### config.mk
export PLATFORM = sky130hd
export DESIGN_NAME = state_unload_ser
export DESIGN_NICKNAME = d
export VERILOG_FILES = /design/src/rtl/tgif_pkg.sv /design/src/rtl/state_unload_ser_byte_mask_gen.sv /design/src/rtl/state_unload_ser.sv
export SDC_FILE = /design/constraint.sdc
export NUM_CORES = 1
export LEC_CHECK = 0
export BUFFER_PORTS_ARGS = -buffer_cell sky130_fd_sc_hd__buf_2
export CAP_MARGIN = 10
export CORE_MARGIN = 4
export CORE_UTILIZATION = 30
export CTS_CLUSTER_SIZE = 10
export DETAILED_ROUTE_END_ITERATION = 16
export PLACE_DENSITY = 0.58
export SLEW_MARGIN = 0
export SYNTH_ARGS = -nofsm -noshare
export SYNTH_HDL_FRONTEND = slang
export SYNTH_SLANG_ARGS = --single-unit
### constraint.sdc
create_clock -name clk -period 4.3 [get_ports clk]
set_clock_uncertainty 0.2 [all_clocks]
set_input_delay 0.215 -clock clk [delete_from_list [all_inputs] [get_ports clk]]
set_output_delay 0.215 -clock clk [all_outputs]
set_load 0.01 [all_outputs]
### src/rtl/tgif_pkg.sv
// Shared definitions for the cipher state load/unload datapath.
// Holds the default geometry and the unload FSM encoding.
package tgif_pkg;

  localparam int STATE_W        = 128;
  localparam int WORD_W         = 32;
  localparam int BYTES_PER_WORD = WORD_W / 8;

  typedef enum logic {
    UL_IDLE,
    UL_SEND
  } ul_state_e;

endpackage

### src/rtl/state_unload_ser_byte_mask_gen.sv
// Combinational byte mask: byte k of the word (k=0 is the MS byte) is all ones when k < rem_i.
// Shared between the unload serializer and the input-side padding logic.
module byte_mask_gen
  import tgif_pkg::*;
#(
  parameter int W   = WORD_W,
  parameter int NBW = 5
) (
  input  logic [NBW-1:0] rem_i,
  output logic [W-1:0]   mask_o
);

  for (genvar k = 0; k < W / 8; k++) begin : g_byte
    assign mask_o[W-1-8*k -: 8] = (rem_i > NBW'(k)) ? 8'hFF : 8'h00;
  end

endmodule

### src/rtl/state_unload_ser.sv
// Unload serializer: captures a WIDTH-bit state snapshot and streams it MS word first on a
// valid/ready bus, zeroing bytes past the last valid byte and flagging the final word.
module state_unload_ser
  import tgif_pkg::*;
#(
  parameter int WIDTH = STATE_W,
  parameter int W     = WORD_W,
  parameter int NBW   = 5
) (
  input  logic             clk,
  input  logic             rst,
  input  logic             ld,
  input  logic [WIDTH-1:0] state_in,
  input  logic [NBW-1:0]   nbytes,
  output logic             ld_rdy,
  output logic [W-1:0]     do_data,
  output logic             do_valid,
  input  logic             do_ready,
  output logic             do_last
);

  localparam int             BPW        = W / 8;
  localparam logic [NBW-1:0] MAX_BYTES  = NBW'(WIDTH / 8);
  localparam logic [NBW-1:0] WORD_BYTES = NBW'(BPW);

  ul_state_e        state_q, state_d;
  logic [WIDTH-1:0] shreg_q, shreg_d;
  logic [NBW-1:0]   rem_q, rem_d;
  logic [W-1:0]     data_q, data_d;
  logic             valid_q, valid_d;
  logic             last_q, last_d;
  logic [W-1:0]     mask_d;
  logic [NBW-1:0]   nb_clamped;
  logic             hs;

  assign nb_clamped = (nbytes > MAX_BYTES) ? MAX_BYTES : nbytes;
  assign hs         = valid_q & do_ready;

  // Mask is built from the next-state byte count so the output word can be registered.
  byte_mask_gen #(
    .W   (W),
    .NBW (NBW)
  ) u_mask (
    .rem_i  (rem_d),
    .mask_o (mask_d)
  );

  always_comb begin
    state_d = state_q;
    shreg_d = shreg_q;
    rem_d   = rem_q;
    case (state_q)
      UL_IDLE: begin
        if (ld && (nbytes != '0)) begin
          shreg_d = state_in;
          rem_d   = nb_clamped;
          state_d = UL_SEND;
        end
      end
      UL_SEND: begin
        if (hs) begin
          if (last_q) begin
            state_d = UL_IDLE;
          end else begin
            shreg_d = shreg_q << W;
            rem_d   = rem_q - WORD_BYTES;
          end
        end
      end
    endcase
  end

  always_comb begin
    valid_d = (state_d == UL_SEND);
    data_d  = valid_d ? (shreg_d[WIDTH-1 -: W] & mask_d) : '0;
    last_d  = valid_d && (rem_d <= WORD_BYTES);
  end

  always_ff @(posedge clk) begin
    if (!rst) begin
      state_q <= UL_IDLE;
      valid_q <= 1'b0;
      last_q  <= 1'b0;
      data_q  <= '0;
    end else begin
      state_q <= state_d;
      valid_q <= valid_d;
      last_q  <= last_d;
      data_q  <= data_d;
    end
  end

  // Snapshot and byte count are only meaningful while sending.
  always_ff @(posedge clk) begin
    shreg_q <= shreg_d;
    rem_q   <= rem_d;
  end

  assign ld_rdy   = (state_q == UL_IDLE);
  assign do_valid = valid_q;
  assign do_data  = data_q;
  assign do_last  = last_q;

endmodule

==> metrics.cfg, run 1 <==
[logic_synthesis]
ys_types=51
ys_seq_elements=167
synth-async-reset-ratio_pct=0
synth_nets=622
syn_area_sq_um=6740
synth_edf_count=96
synth_ff_type=edfxtp_1
synth_warnings=0
ys_seq_area_share_pct=63.9
syn-mean-instance-area_sq_um=13.9
syn-instance-count=484

[sta]
worst_slew_pin_slew_ns=1.15
finalMaxSlewViolations=0
tns_ns=0
hold_ws_ns=0.0297
rsz0062_at_grt=false
finalCritPeriodShare_pct=64.7
finalSetupViolCount=0
hold_viol=0
slew_headroom_pct=23.3
max_clock_freq_ghz=0.360
period_minus_slack_ns=2.78

[clocking]
clk_pin_slew_ns=0.06
h-tree-depth=4
cts_num_sinks=167
cts_tree=yes
clock_path_buffers=2
clkLatencyLatePin_ns=0.42
cts_buffers=17
cts_root_buffer=clkbuf_16
cts.repair.resized=0

[min_path]
hold_path_depth=4
hold_path.class=in2reg

[drt]
routed_wl_mm=17.7
dr.pass1.iters=4
avgViaCountPerCell=4.72
drt_iter0_markers=267
route.detailed.drc=0
dr_total_vias=5017
antenna_left=0
avgRoutedWirePerCell_um=16.6

[die]
boundaryPins=172
rows=54
start_util_pct=30.7
core-area_sq_um=22000
dieWidth_um=158
die_h_um=158
die_area_sq_um=24900

[place]
port_buffers=171
hpwl_mm=11.2
place.gp.congestion=0.729

[layout]
antenna_cells=0
layout-drive-gt1-share_pct=32.7
area_growth_pct=44.3
fin_util_pct=44.3
final_common_cell=buf_2
layout_common_cells=buf_2 (171), dlygate4sd3_1 (129), edfxtp_1 (96), dfxtp_1 (71), a22o_1 (64)
nets=908

[grt]
grt_pass1_vias=5154
grt_start_max_net_pins=97
grt_pass1_wl_mm=27.3
grt_usage_pct=14.1
antenna_found_initial=0
grt-ovfl-total=0

[setup_path]
cp-end-kind=register
cp.required_ns=4.10
reg2reg_setup_slack_ns=1.52
critPathMaxFanout=96
arrival_ns=2.58
startpoint_type=register
critPathKind=reg2reg
reg2reg_depth=4

[power_and_ir_drop]
max-vdd-ir-drop_mv=0.268
p_per_area_nw_per_um2=426
p_leak_nw=4.13

[run_status]
status=finished clean

[run]
drv_cap=0

==> cell usage after synthesis (2+ instances only) <==
| cell type | count | area share [%] |
|---|---|---|
| inv_1 | 31 | 1.7 |
| a22o_1 | 64 | 8.3 |
| and2_1 | 50 | 4.6 |
| and2_2 | 7 | 0.78 |
| dfxtp_1 | 71 | 21 |
| nor2_1 | 4 | 0.22 |
| a311oi_2 | 14 | 3.1 |
| a221oi_2 | 8 | 1.8 |
| a221oi_1 | 24 | 3.1 |
| clkbuf_8 | 2 | 0.41 |
| buf_4 | 3 | 0.33 |
| buf_6 | 5 | 0.84 |
| buf_2 | 13 | 0.97 |
| clkbuf_1 | 17 | 0.95 |
| and4bb_2 | 2 | 0.37 |
| o211a_1 | 2 | 0.30 |
| nand2_1 | 17 | 0.95 |
| nor3_1 | 2 | 0.15 |
| and2b_2 | 2 | 0.26 |
| nand3_1 | 2 | 0.15 |
| edfxtp_1 | 96 | 43 |
| o211ai_2 | 2 | 0.37 |
| nor2b_1 | 2 | 0.19 |
| a22oi_1 | 8 | 0.89 |
| a311oi_1 | 10 | 1.3 |
==> final timing paths <==
check                            from                     to
setup / recovery  do_valid$_SDFF_PN0_  shreg_q[64]$_DFFE_PP_
hold / removal              nbytes[2]       rem_q[0]$_DFF_P_
setup reg to reg  do_valid$_SDFF_PN0_  shreg_q[64]$_DFFE_PP_
hold reg to reg   shreg_q[98]$_DFF_P_    shreg_q[98]$_DFF_P_
==> state kept, by name, indices dropped and copies added, names as in the netlist <==
signal	flops
rem_q	5
shreg_q	128
do_valid	1
do_last	1
do_data	32
==> timing repair <==
action,in CTS,in global routing
endpoints found under the hold margin,137,0
buffers inserted,0,0
hold buffers,129,0
==> cell families after synthesis <==
logic type / count (synthesis) / share of synthesized area (%)
xor gates and xnor gates: 1 / 0.130
buffers and inverters: 71 / 5.22
AOI/OAI and AO/OA: 148 / 21.8
DFF: 167 / 63.9
and+or+nand+nor: 96 / 8.75
adders and majority gates: 1 / 0.186
==> report_power, final <==
group	switching (mW)	leakage, nW	internal (mW)
clock	0.618	0.298	0.897
sequential	0.0661	1.58	1.92
combinational	0.340	2.24	0.295
total	1.02	4.13	3.11
==> worst max-delay path: stages (launching register included) <==
cell and delay, ns:
dfxtp_1 0.64, inv_1 0.29, a221oi_4 0.30, buf_4 0.40
inv_4 0.46
==> per-stage QoR <==
stage               power, mW  cell area, sq um  worst slack, ns  cells
floorplan                2.37              6740            0.702    484
finish                   4.14              9720             1.52   1063
global route             4.32              9720             1.29   1063
CTS                      4.17              9660             1.50   1061
global placement         2.53              7780             1.54    900
detailed placement       2.55              7780             1.47    900
==> per-layer routing <==
metal  part of all wire [%]  global-route usage [%]  vias up
met4                    2.1                    4.96        0
met3                    5.5                    3.42       29
met2                     46                    22.0      161
met5                      0                       0        -
li1                       -                       -     2449
met1                     46                    19.2     2378
==> layout make-up <==
cell class / count / area [sq um]
clock buffer: 22 / 507
clock inverter: 10 / 90.1
fill: 1949 / 12200
inverter: 31 / 119
multi-input combinational: 246 / 2110
sequential: 167 / 4300
tap: 280 / 350
timing repair buffer: 307 / 2240
No activity file was read; power rests on OpenSTA's default activity.
==> run 2: changes to the inputs <==
--- a/config.mk
+++ b/config.mk
@@ -5,13 +5,14 @@
 export SDC_FILE = /design/constraint.sdc
 export NUM_CORES = 1
 export LEC_CHECK = 0
+export ABC_AREA = 1
 export BUFFER_PORTS_ARGS = -buffer_cell sky130_fd_sc_hd__buf_2
 export CAP_MARGIN = 10
 export CORE_MARGIN = 4
 export CORE_UTILIZATION = 30
 export CTS_CLUSTER_SIZE = 10
 export DETAILED_ROUTE_END_ITERATION = 16
-export PLACE_DENSITY = 0.58
+export PLACE_DENSITY = 0.59
 export SLEW_MARGIN = 0
 export SYNTH_ARGS = -nofsm -noshare
 export SYNTH_HDL_FRONTEND = slang
==> constraint.sdc (replaced) <==
create_clock -name clk -period 2.6 [get_ports clk]
set_clock_uncertainty 0.2 [all_clocks]
set_input_delay 0.13 -clock clk [delete_from_list [all_inputs] [get_ports clk]]
set_output_delay 0.13 -clock clk [all_outputs]
set_load 0.01 [all_outputs]
==> run 2 against run 1 <==
  * Die area fell by 5.6%
  * Final cell count increased by 11%
  * Final area is 1.1% lower
  * Total power rose by 70%
  * Utilization is 2.6 points higher
  * Routed wire length down 2.7%
  * Via count increased by 0.30%
  * Largest cell class unchanged
==> metrics.cfg, run 2 <==
[layout]
regMostFlops=shreg_q
layout_common_cells=buf_2 (171), dlygate4sd3_1 (140), nand2_1 (114), edfxtp_1 (96), inv_1 (75)
final_common_cell=buf_2
area_growth_pct=51.6
fin_util_pct=46.9
layout-drive-gt1-share_pct=25.2
largest_register_ffs=128
fin_cells=1181
nets=1035

[logic_synthesis]
synth_top_family_by_area=simple AND/OR/NAND/NOR gates
yosysTopAreaCell=edfxtp_1
syn-mean-instance-area_sq_um=10.9
synthMuxAreaShare_pct=0
synth_edf_count=96
synth_ff_type=edfxtp_1
synth_compound_area_share_pct=11.7
synthSimpleGateAreaFrac_pct=13.8
yosysMostFrequentCell=nand2_1
synth-async-reset-ratio_pct=0
synth_common_cells=nand2_1 (115), edfxtp_1 (96), inv_1 (75), dfxtp_1 (71), nor2_1 (71)
syn-instance-count=583
synthTopCellsByArea=edfxtp_1 (45%), dfxtp_1 (22%), a22o_1 (8.8%)
ys_seq_area_share_pct=67.9
synthAdderAreaFrac_pct=0.197
synth-xor-area-share_pct=0
ys_seq_elements=167
ys_types=21
syn_area_sq_um=6340
synth_warnings=0
synth_nets=721
synth_top_area_share_pct=45.5

[clocking]
cts_buffers=17
cts_num_sinks=167
cts_root_buffer=clkbuf_16
post-cts-setup-buffer-count=0
clkLatencyLatePin_ns=0.42
clk_pin_slew_ns=0.06
clock_path_buffers=2
h-tree-depth=4
cts_tree=yes

[setup_path]
timing.rr.start=do_valid$_SDFF_PN0_
arrival_ns=2.52
cp.required_ns=2.71
cp-end-kind=register
startpoint_type=register
critPathKind=reg2reg
r2r_end=rem_q[1]$_DFF_P_
critPathMaxFanout=10
reg2reg_depth=8
reg2reg_setup_slack_ns=0.19

[sta]
rsz0062_at_grt=false
slew_headroom_pct=63.4
finalSetupViolCount=0
finalCritPeriodShare_pct=92.7
hold_viol=0
period_minus_slack_ns=2.41
finalMaxSlewViolations=0
worst_slew_pin_slew_ns=0.549
max_clock_freq_ghz=0.415
tns_ns=0

[min_path]
hold_path_depth=6
holdCritStartpoint=do_ready
hold_path.class=in2reg
hold_end=rem_q[3]$_DFF_P_

[power_and_ir_drop]
p_sw_mw=1.65
p_leak_nw=4.52
power.internal_mw=5.39
p_per_area_nw_per_um2=733
power_frac_clock_pct=40.4
pwr-share-seq_pct=46.1
power_mw=7.04
combPwrFrac_pct=13.4
swShare_pct=23.4
max-vdd-ir-drop_mv=0.420

[grt]
grt_usage_pct=14.8
grt_pass1_vias=5238
grt_pass1_wl_mm=27.2
grt-ovfl-total=0
antenna_found_initial=1
grt_start_max_net_pins=98

[drt]
avgViaCountPerCell=4.26
avgRoutedWirePerCell_um=14.6
antenna_left=0
dr_total_vias=5032
dr.pass1.iters=6
routed_wl_mm=17.2
route.detailed.drc=0
drt_iter0_markers=199

[place]
port_buffers=171
hpwl_mm=10.6
place.gp.congestion=0.805
dp.cells=1008

[die]
core-area_sq_um=20500
die_area_sq_um=23500
die_h_um=153
dieWidth_um=153
boundaryPins=172
start_util_pct=30.9
rows=52

[run_status]
status=finished clean

[run]
drv_cap=0

## run 2: changes by cell type after synthesis, moves of 9 or more
| cell | previous run | this run |
|---|---|---|
| nor2_1 | 4 | 71 |
| a21oi_1 | 1 | 33 |
| a311oi_1 | 10 | 0 |
| clkbuf_1 | 17 | 8 |
| and2_1 | 50 | 0 |
| a311oi_2 | 14 | 0 |
| inv_1 | 31 | 75 |
| a221oi_1 | 24 | 0 |
| nand2_1 | 17 | 115 |
## run 2: stage by stage
stage / hold WS, ns / cell area (sq um) / setup slack, ns
floorplan: 0.0833 / 6350 / 0.264
global placement: 0.215 / 7530 / 0.514
detailed placement: 0.221 / 7530 / 0.525
CTS: 0.00953 / 9610 / 0.140
global route: 0.0567 / 9610 / 0.0654
finish: 0.0285 / 9610 / 0.189
## run 2: repair_timing
action                                 in CTS  in global routing
hold buffers                              140                  0
setup endpoints to repair                   0                  9
endpoints found under the hold margin     167                  0
resized for setup                           0                  1
## run 2: routing by layer
metal,vias to the layer above,global-route usage [%],wire [um]
met4,0,6.10,377
li1,2584,-,-
met2,126,25.1,8830
met3,30,3.45,697
met1,2292,18.0,7300
met5,-,0,0
## run 2: how the worst max path moves through the flow
stage	cells after the start	slack (ns)	end	startpoint
after CTS	8	0.14	rem_q[1]$_DFF_P_	do_valid$_SDFF_PN0_
after global placement	9	0.51	do_data[1]$_SDFF_PN0_	do_valid$_SDFF_PN0_
after global routing	8	0.07	rem_q[1]$_DFF_P_	do_valid$_SDFF_PN0_
after floorplan	7	0.26	do_data[0]$_SDFF_PN0_	do_valid$_SDFF_PN0_
final	8	0.19	rem_q[1]$_DFF_P_	do_valid$_SDFF_PN0_
after detailed placement	9	0.52	do_data[1]$_SDFF_PN0_	do_valid$_SDFF_PN0_
## run 2: layout make-up
cell class,instances,area (sq um)
inverter,76,287
fill,1855,10900
antenna,1,2.50
timing repair buffer,322,2360
sequential,167,4310
clock buffer,20,500
clock inverter,12,178
multi-input combinational,313,1640
tap,270,338
## run 2: power by group through the flow
| stage | Sequential [mW] | Clock, mW | Combinational (mW) |
|---|---|---|---|
| global route | 3.28 | 3.04 | 1.06 |
| floorplan | 3.30 | 0 | 0.455 |
| finish | 3.25 | 2.85 | 0.947 |
| detailed placement | 3.31 | 0 | 0.779 |
| CTS | 3.25 | 2.92 | 0.950 |
| global placement | 3.30 | 0 | 0.767 |
## run 2: cell families (layout without fill, tap and decap cells)
logic type                 after synthesis  in the layout
and+or+nand+nor                        212            212
DFF                                    167            167
buffers and inverters                  103            430
AOI/OAI and AO/OA                      100            100
adders and majority gates                1              1
other                                    0              1
## run 2: worst max-delay path, cell delays in order, from the launching register on
cell	delay (ns)
dfxtp_2	0.39
inv_1	0.08
buf_4	0.18
nand4_1	0.09
inv_1	0.06
nand2_1	0.06
dlygate4sd3_1	0.55
nand2_1	0.11
dlygate4sd3_1	0.58
==> run 3: changes to the inputs <==
--- a/config.mk
+++ b/config.mk
@@ -5,14 +5,13 @@
 export SDC_FILE = /design/constraint.sdc
 export NUM_CORES = 1
 export LEC_CHECK = 0
-export ABC_AREA = 1
 export BUFFER_PORTS_ARGS = -buffer_cell sky130_fd_sc_hd__buf_2
 export CAP_MARGIN = 10
 export CORE_MARGIN = 4
-export CORE_UTILIZATION = 30
+export CORE_UTILIZATION = 45
 export CTS_CLUSTER_SIZE = 10
 export DETAILED_ROUTE_END_ITERATION = 16
-export PLACE_DENSITY = 0.59
+export PLACE_DENSITY = 0.8
 export SLEW_MARGIN = 0
 export SYNTH_ARGS = -nofsm -noshare
 export SYNTH_HDL_FRONTEND = slang
==> constraint.sdc (replaced) <==
create_clock -name clk -period 2.1 [get_ports clk]
set_clock_uncertainty 0.2 [all_clocks]
set_input_delay 0.105 -clock clk [delete_from_list [all_inputs] [get_ports clk]]
set_output_delay 0.105 -clock clk [all_outputs]
set_load 0.01 [all_outputs]
==> run 3 against run 2 <==
  * The run now ends with setup timing left
  * First-iteration DRC count grew 56%
  * Sequential share of layout area shrank 2.2 points
  * Global-route usage is 7.6 points higher
  * Largest cell class unchanged
  * Utilization is 22 points higher
  * Total power increased by 22%
  * Via count rose by 6.2%
  * Largest power group unchanged
  * Critical path type unchanged
  * Flip-flop and latch count unchanged
  * Clock power grew 1%
  * Combinational power increased by 70%
==> metrics.cfg, run 3 (synthesized netlist as in run 1, its figures left out) <==
[run_status]
status=complete, but fails checks
violations=setup timing

[die]
core-area_sq_um=14600
dieWidth_um=130
rows=44
die_h_um=130
boundaryPins=172
start_util_pct=46.2
die_area_sq_um=17000

[drt]
routed_wl_mm=18.9
route.detailed.drc=0
antenna_left=0
drt_iter0_markers=311
avgRoutedWirePerCell_um=18.8
dr_total_vias=5346
avgViaCountPerCell=5.32
dr.pass1.iters=4

[power_and_ir_drop]
max-vdd-ir-drop_mv=0.602
power_mw=8.58
p_leak_nw=4.31
p_per_area_nw_per_um2=848

[sta]
fin_ws_ns=-0.0748
worst_slew_pin_slew_ns=0.564
rsz0062_at_grt=true
finalMaxSlewViolations=0
period_minus_slack_ns=2.17
hold_viol=0
slew_headroom_pct=62.4
finalCritPeriodShare_pct=104
finalSetupViolCount=31
max_clock_freq_ghz=0.460

[clocking]
clkLatencyLatePin_ns=0.41
h-tree-depth=4
clock_path_buffers=2
cts_root_buffer=clkbuf_16
cts_buffers=17
clk_pin_slew_ns=0.06
cts_num_sinks=167
cts_tree=yes

[place]
hpwl_mm=10.5
placed_area_sq_um=7940
place.gp.congestion=0.818
port_buffers=171

[grt]
antenna_found_initial=1
grt-ovfl-total=0
grt_usage_pct=22.4
grt_start_max_net_pins=78
grt_pass1_wl_mm=29.0
grt_pass1_vias=5624

[run]
drv_cap=0

[min_path]
hold_path.class=in2reg
holdCritStartpoint=nbytes[4]

[layout]
final_design_area_no_fill_sq_um=10100
n_fill_cell=892
layout-drive-gt1-share_pct=37.0
largest_register_ffs=128
layout_common_cells=buf_2 (171), dlygate4sd3_1 (135), edfxtp_1 (96), dfxtp_1 (68), a22o_1 (64)
fin_util_pct=69.4
area_growth_pct=50.3
regMostFlops=shreg_q
final_common_cell=buf_2
nets=943

[setup_path]
cp-startpoint=rem_q[2]$_DFF_P_
arrival_ns=2.29
critPathMaxFanout=5
critPathKind=reg2reg
cp.required_ns=2.22
cp-end-kind=register
startpoint_type=register
timing.rr.start=rem_q[2]$_DFF_P_

-- run 3: what timing repair did --
action	4_1_cts	5_1_grt
gates resized for setup	13	10
hold buffers	135	0
pin swaps	12	3
endpoints found under the hold margin	165	0
setup buffers	2	1
setup endpoints to repair	33	35
gates cloned	4	0
-- run 3: worst paths after layout --
check	cells past startpoint	to	slack [ns]
worst max-delay path	8	do_data[14]$_SDFF_PN0_	-0.07
worst min-delay path	4	rem_q[0]$_DFF_P_	0.07
worst max register to register	8	do_data[14]$_SDFF_PN0_	-0.07
worst min register to register	2	shreg_q[100]$_DFF_P_	0.25
-- run 3: cell type report --
type / instances / area, sq um / area share (%)
Sequential cell: 167 / 4310 / 42.6
Timing Repair Buffer: 342 / 2680 / 26.5
Multi-Input combinational cell: 246 / 2220 / 21.9
Clock buffer: 17 / 425 / 4.20
Tap cell: 184 / 230 / 2.27
Clock inverter: 15 / 134 / 1.32
Inverter: 31 / 120 / 1.19
Antenna cell: 2 / 5.00 / 0.0494
-- run 3: per-layer routing --
metal  vias up  global-route usage (%)  part of all wire (%)
met1      2567                    27.1                    40
met4         0                    9.20                   2.7
met3        37                    5.03                   6.3
met5         -                       0                     0
li1       2518                       -                     -
met2       224                    38.7                    51
-- run 3: critical path, cell delays in order, from the launching register on --
cell and delay (ns):
dfxtp_2 0.33, inv_2 0.05, ha_4 0.22, or3b_4 0.35
o211a_1 0.15, o32a_4 0.26, buf_12 0.15, buf_12 0.13
a311oi_2 0.23
-- run 3: report_power, final --
group	switching, mW	internal [mW]
registers	0.142	3.93
logic	0.792	0.821
clock network	1.27	1.63
total	2.20	6.38
-- run 3: stage by stage --
step	setup WS, ns	TNS, ns	instances	hold slack (ns)
after floorplan	-1.04	-100.08	484	0.0415
after global placement	-0.0499	-0.661	828	0.138
after detailed placement	-0.137	-2.02	828	0.144
after CTS	-0.0750	-1.31	1001	0.0273
after global routing	-0.129	-3.09	1003	0.0778
final	-0.0748	-1.23	1004	0.0706
